<file path="src/rtl/cpu_seq_ctrl.sv">
// Multi-cycle FETCH/DECODE/EXEC/WB sequencer for the 16-bit mini-CPU.
// It owns the PC, the IR, the halt/illegal flags and the retired-instruction counter.
module cpu_seq_ctrl #(
  parameter int PC_W  = 8,
  parameter int CNT_W = 16
) (
  input  logic             clk,
  input  logic             rst,
  input  logic             start,
  input  logic             step_mode,
  input  logic [15:0]      imem_data,
  input  logic             a_is_zero,
  output logic [PC_W-1:0]  pc,
  output logic [15:0]      ir,
  output logic [3:0]       alu_op,
  output logic [2:0]       rd,
  output logic [2:0]       rs1,
  output logic [2:0]       rs2,
  output logic             rf_we,
  output logic             halted,
  output logic             illegal,
  output logic [CNT_W-1:0] retired,
  output logic [2:0]       state
);

  typedef enum logic [2:0] {
    IDLE   = 3'd0,
    FETCH  = 3'd1,
    DECODE = 3'd2,
    EXEC   = 3'd3,
    WB     = 3'd4,
    HALT   = 3'd5
  } state_t;

  localparam logic [3:0] OP_JMP  = 4'h5;
  localparam logic [3:0] OP_BZ   = 4'h6;
  localparam logic [3:0] OP_HALT = 4'hF;

  state_t           state_q, state_d;
  logic [PC_W-1:0]  pc_q, pc_d;
  logic [15:0]      ir_q, ir_d;
  logic             halted_q, halted_d;
  logic             illegal_q, illegal_d;
  logic [CNT_W-1:0] retired_q, retired_d;

  logic [3:0]       opcode;
  logic [PC_W-1:0]  target;
  logic [PC_W-1:0]  pc_inc;
  logic [CNT_W-1:0] retired_inc;
  state_t           done_state;

  assign opcode      = ir_q[15:12];
  assign target      = ir_q[PC_W-1:0];
  assign pc_inc      = pc_q + PC_W'(1);
  assign retired_inc = retired_q + CNT_W'(1);
  // step_mode only matters on the edge that completes an instruction
  assign done_state  = step_mode ? IDLE : FETCH;

  always_ff @(posedge clk or posedge rst) begin
    if (rst) begin
      state_q   <= IDLE;
      pc_q      <= '0;
      ir_q      <= '0;
      halted_q  <= 1'b0;
      illegal_q <= 1'b0;
      retired_q <= '0;
    end else begin
      state_q   <= state_d;
      pc_q      <= pc_d;
      ir_q      <= ir_d;
      halted_q  <= halted_d;
      illegal_q <= illegal_d;
      retired_q <= retired_d;
    end
  end

  always_comb begin
    state_d   = state_q;
    pc_d      = pc_q;
    ir_d      = ir_q;
    halted_d  = halted_q;
    illegal_d = illegal_q;
    retired_d = retired_q;

    unique case (state_q)
      IDLE: begin
        if (start) state_d = FETCH;
      end
      FETCH: begin
        ir_d    = imem_data;
        state_d = DECODE;
      end
      DECODE: begin
        if (opcode <= OP_BZ) begin
          state_d = EXEC;
        end else if (opcode == OP_HALT) begin
          state_d   = HALT;
          halted_d  = 1'b1;
          retired_d = retired_inc;
        end else begin
          // unused opcodes trap without counting as retired
          state_d   = HALT;
          halted_d  = 1'b1;
          illegal_d = 1'b1;
        end
      end
      EXEC: begin
        if (opcode == OP_JMP) begin
          pc_d      = target;
          retired_d = retired_inc;
          state_d   = done_state;
        end else if (opcode == OP_BZ) begin
          pc_d      = a_is_zero ? target : pc_inc;
          retired_d = retired_inc;
          state_d   = done_state;
        end else begin
          state_d = WB;
        end
      end
      WB: begin
        pc_d      = pc_inc;
        retired_d = retired_inc;
        state_d   = done_state;
      end
      HALT: begin
        if (start) begin
          pc_d      = '0;
          halted_d  = 1'b0;
          illegal_d = 1'b0;
          state_d   = FETCH;
        end
      end
      default: state_d = IDLE;
    endcase
  end

  assign pc      = pc_q;
  assign ir      = ir_q;
  assign alu_op  = ir_q[15:12];
  assign rd      = ir_q[11:9];
  assign rs1     = ir_q[8:6];
  assign rs2     = ir_q[5:3];
  assign rf_we   = (state_q == WB);
  assign halted  = halted_q;
  assign illegal = illegal_q;
  assign retired = retired_q;
  assign state   = state_q;

endmodule
</file>
<file path="config.mk">
export PLATFORM = sky130hd
export DESIGN_NAME = cpu_seq_ctrl
export DESIGN_NICKNAME = d
export VERILOG_FILES = /design/src/rtl/cpu_seq_ctrl.sv
export SDC_FILE = /design/constraint.sdc
export NUM_CORES = 1
export LEC_CHECK = 0
export ABC_AREA = 0
export BUFFER_PORTS_ARGS = -buffer_cell sky130_fd_sc_hd__buf_4
export CAP_MARGIN = 25
export CORE_UTILIZATION = 45
export CTS_CLUSTER_SIZE = 20
export DETAILED_ROUTE_END_ITERATION = 16
export HOLD_SLACK_MARGIN = 0.03
export PLACE_DENSITY_LB_ADDON = 0.15
export SKIP_CTS_REPAIR_TIMING = 1
export SLEW_MARGIN = 20
export SYNTH_ARGS = -nofsm -noshare
export SYNTH_HDL_FRONTEND = slang
export SYNTH_SLANG_ARGS = --single-unit
</file>
<file path="constraint.sdc">
create_clock -name clk -period 2.75 [get_ports clk]
set_input_delay 0.4125 -clock clk [delete_from_list [all_inputs] [get_ports clk]]
set_output_delay 0.4125 -clock clk [all_outputs]
set_load 0.03 [all_outputs]
</file>
## Yosys cells after proc, flatten, opt, wreduce, memory -nomap -nowiden

Index checks and enable logic that the tools add are counted.

- Add/subtract/negate cells: 2
- Multipliers: 0
- Divide/modulo/power cells: 0
- Magnitude comparators: 1
- Equality and inequality tests: 14
- Shift operators: 0
- Mux-type cells: 22
- Bitwise gates (word level): 0
- Reduce and logical (&&, ||, !) cells: 9

Operators by type and width:

| kind | number |
|---|---|
| $mux W16 | 4 |
| $pmux W16 S3 | 1 |
| $mux W8 | 4 |
| $pmux W8 S3 | 1 |
| $add A16 B1 Y16 const B | 1 |
| $pmux W3 S5 | 1 |
| $mux W3 | 4 |
| $add A8 B1 Y8 const B | 1 |
| $eq A4 B3 Y1 const B | 2 |
| $ne A2 B2 Y1 const B | 4 |
| $reduce_and A4 Y1 | 2 |
| $eq A3 B2 Y1 const B | 2 |
| $eq A3 B3 Y1 const B | 2 |
| $reduce_and A3 Y1 | 2 |
| $reduce_bool A3 Y1 | 2 |
| $mux W1 | 5 |
| $eq A4 B4 Y1 const B | 1 |
| $le A4 B3 Y1 const B | 1 |
| $pmux W1 S2 | 2 |
| $eq A3 B1 Y1 const B | 1 |
| $logic_not A3 Y1 | 1 |
| $ne A3 B3 Y1 const B | 1 |
| $ne A2 B1 Y1 const B | 1 |
| $reduce_bool A2 Y1 | 1 |
| $reduce_or A2 Y1 | 1 |

- Bits in registers: 45
- Bits in latches: 0
- Memory bits (writable): 0
- ROM bits: 0
- Bits of input ports: 21
- Output and inout bits: 59
- Logic and storage cells: 54
- Memories: 0

## Logic depth before layout (Yosys ltp)

- Depth in word-level cells: 5
- Depth in mapped cells: 7
- Gate-level depth less buffers: 5

## Least setup slack after synthesis

No wires, ideal clock.

- Path kind: register -> register
- Start: register state_q[2], in the netlist state[2]
- End: register retired_q[1], in the netlist retired[1]
- Library setup time: 125 ps
- Arrival: 1795 ps
- Required time: 2625 ps
- Slack: 831 ps
- Cell stages (with the launch flop): 7
- Path buffers: 1
- Period minus slack after synthesis: 1919 ps
- Cells stage by stage: dfrtp_1 > buf_4 > or3b_1 > inv_2 > a31oi_4 > nand2_1 > mux2_2

- Cells in the longest elaborated chain, start to end: 3
- Elaborated cells on any way between the ends: 9
- Those cells by class: eq/ne (6); mux (1); reduce/logical (2)

Ends and longest elaborated chain:

| element | line | RTL |
|---|---|---|
| start: declaration | 39 | `state_t state_q, state_d;` |
| start signal: assignment | 68 | `state_q <= state_d;` |
| $eq A3 B3 Y1 * | n/a |  |
| named net rf_we | 19 | `output logic rf_we,` |
| $reduce_bool A3 Y1 (no line) | n/a |  |
| $reduce_and A4 Y1 (no line) | n/a |  |
| end signal: assignment | 73 | `retired_q <= retired_d;` |
| end: declaration | 44 | `logic [CNT_W-1:0] retired_q, retired_d;` |

Mark *: on every way through the listed nets, which the timed path passes. The rest lies on a longest branch.
A chain may end at the register's enable or synchronous reset.

## Worst setup path after layout

- Start: register ir_q[13], in the netlist ir[13]
- End: register retired_q[1], in the netlist retired[1]

- Cells in the longest elaborated chain, start to end: 3
- Elaborated cells on any way between the ends: 10
- Those cells by class: order compare (1); eq/ne (6); mux (2); reduce/logical (1)

Ends and longest elaborated chain:

| element | line | RTL |
|---|---|---|
| start: declaration | 41 | `logic [15:0] ir_q, ir_d;` |
| start signal: assignment | 70 | `ir_q <= ir_d;` |
| $le A4 B3 Y1, or another cell as far along | 94 | `if (opcode <= OP_BZ) begin` |
| $ne A2 B2 Y1 (no line), or another cell as far along | n/a |  |
| $reduce_and A4 Y1 (no line) / $pmux W16 S3 (equally long branches) | n/a |  |

Several ways; a longest one is shown, not always the timed one.

==> results.toml <==
[synth]
syn-cell-area_um2 = 2470
synth_area_per_cell_um2 = 11.1
synthArstFlopShare_pct = 100
synth_cells = 223
synth.top_cell.area_share_pct = 45.6
yosysUniqueCellTypes = 49
synth_edf_count = 0
ys_seq_area_share_pct = 45.6
synth_area_leaders = "dfrtp_1 (46%), mux2_2 (7.7%), xor2_1 (5.3%), buf_4 (4.9%), a21oi_2 (3.2%)"
yosys_warnings = 0
synth_largest_area_cell = "dfrtp_1"
yosysMostFrequentCell = "dfrtp_1"
synthesis.nets = 246
ys_ff_latch = 45
synth_ff_type = "dfrtp_1"
ys_top_cells_by_count = "dfrtp_1 (45), mux2_2 (17), buf_4 (16), xor2_1 (15), inv_1 (12)"

[worst_setup_path]
startpoint = "ir[13]"
path_max_fanout = 15
cp_data_required_time_ps = 2940
worst-endpoint-arrival_ps = 2220
rrSetupSlack_ps = 730
r2r_cells = 4
crit_type = "reg2reg"
crit_path_end_kind = "register"
start_kind = "register"
rr_startpoint = "ir[13]"
r2r-end = "retired[1]"

[grt]
grt_first_pass_wirelength_um = 8800
grt_max_degree = 26
overflow = 0
grt_antenna_before_repair = 0
grt_use_total_pct = 18.7
grt_pass1_vias = 1898

[floorplanning]
die_y_um = 76.1
start_util_pct = 47.5
rows = 26
coreArea_um2 = 5200
fp.dieW_um = 76.1
dieArea_um2 = 5790
ioPinCount = 80

[finish]
final_core_util_pct = 59.0
design_area_um2 = 3070
antenna_cells = 0
num-nets-final = 311
area_growth_pct = 24.3
drive_above_1_share_pct = 42.9
stdcell_count = 359

[sta]
fin_tns_setup_ps = 0
post-route-min-period_ps = 2020
slew_viol_final = 0
relSlewSlack_pct = 51.3
period_share_pct = 73.6
setup_viol = 0
hold_viol = 0
rsz0062_at_grt = "no"
fmax_mhz = 494
worstMarginPinSlew_ps = 731
fin_worst_skew_ps = 8.19

[clock_tree]
clk_pin_slew_worst_paths_ps = 90
clkSinkCount = 45
clockBufferDepth = 2
clkLatencyLatePin_ps = 300
cts_root_buffer = "clkbuf_8"
htreeDepth = 2
numCtsBuffers = 5
cts_tree = "done"

[power_and_ir_drop]
finalPower_w = 0.00365
p_per_area_nw_per_um2 = 1190
p_leak_nw = 1.48
ir_drop_v = 0.000717

[placed_design]
io_buffers = 79
placement.cell_area_um2 = 2980
hpwl_um = 3830
dp.cells = 351
gp_congestion = 0.777

[detailed_routing]
drt.antenna.violating_nets = 0
dr.first_iter.drc_count = 60
remaining_drc_errors = 0
wire_per_inst_um = 14.5
firstDrtPassIters = 4
vias_per_cell = 5.37
num_vias = 1927
wl_um = 5210

[run_status]
status = "finished, final reports clean"

[run]
maxCapViolations = 0

[worst_hold_path]
hold_path.class = "in2async"
## flip-flops by register name, summed over array words and instances, names as in the netlist
signal,flops
halted,1
illegal,1
ir,16
pc,8
retired,16
state,3
## layout make-up
| type | count | area (um^2) |
|---|---|---|
| fill | 469 | 2130 |
| sequential | 45 | 1130 |
| multi-input combinational | 142 | 1110 |
| timing repair buffer | 81 | 608 |
| tap | 70 | 87.6 |
| clock buffer | 5 | 68.8 |
| inverter | 13 | 48.8 |
| clock inverter | 3 | 21.3 |
## worst max-delay path by stage
stage                            end  slack (ps)  cells after the start
after floorplan           retired[1]         830                      6
after global placement    retired[1]         780                      4
after detailed placement  retired[1]         730                      4
after CTS                 retired[1]         720                      4
after global routing      retired[1]         590                      4
final                     retired[1]         730                      4
## report_power, final
group	switching, W	internal [W]
Clock	0.000236	0.000180
Combinational	0.00121	0.000808
Sequential	0.000317	0.000896
Total	0.00177	0.00188
## cells by family (layout without fill, tap and decap cells)
logic type | after synthesis | after routing | share of synthesized area (%)
AOI/OAI and AO/OA | 50 | 50 | 16.4
and+or+nand+nor | 56 | 56 | 13.4
muxes | 18 | 18 | 8.15
buffers and inverters | 36 | 102 | 9.52
DFF | 45 | 45 | 45.6
xor gates and xnor gates | 16 | 16 | 5.98
adders and majority gates | 2 | 2 | 1.01
## metal layers
layer  track usage (%)  vias to the layer above  wire (um)  part of all wire, %
met1              22.9                      940       2300                   44
li1                  -                      926          -                    -
met5                 0                        -          0                    0
met3              5.87                        4        317                  6.1
met4              5.77                        0         19                 0.36
met2              31.5                       57       2570                   49
## placed cells by master (no fill, tap or decap), types with 5 or more instances in the layout
cell	count
o21ai_0	10
nand2_1	8
inv_1	11
nor2_1	6
nand4_1	7
xor2_1	15
buf_4	81
a21oi_2	9
mux2_2	17
nand3_1	10
dfrtp_1	45
a22o_1	5
clkbuf_8	5
## per-stage QoR
step / setup slack, ps / hold WS, ps
global route: 590 / 180
CTS: 723 / 157
detailed placement: 733 / 478
floorplan: 831 / 554
global placement: 780 / 460
finish: 726 / 146
## critical path: stages, from the launching register on
cell and delay (ps):
dfrtp_1 490, nand4_1 170, or3_1 700, nand2_1 220, mux2_2 340
Note: power is estimated with default switching activity, not from simulation.
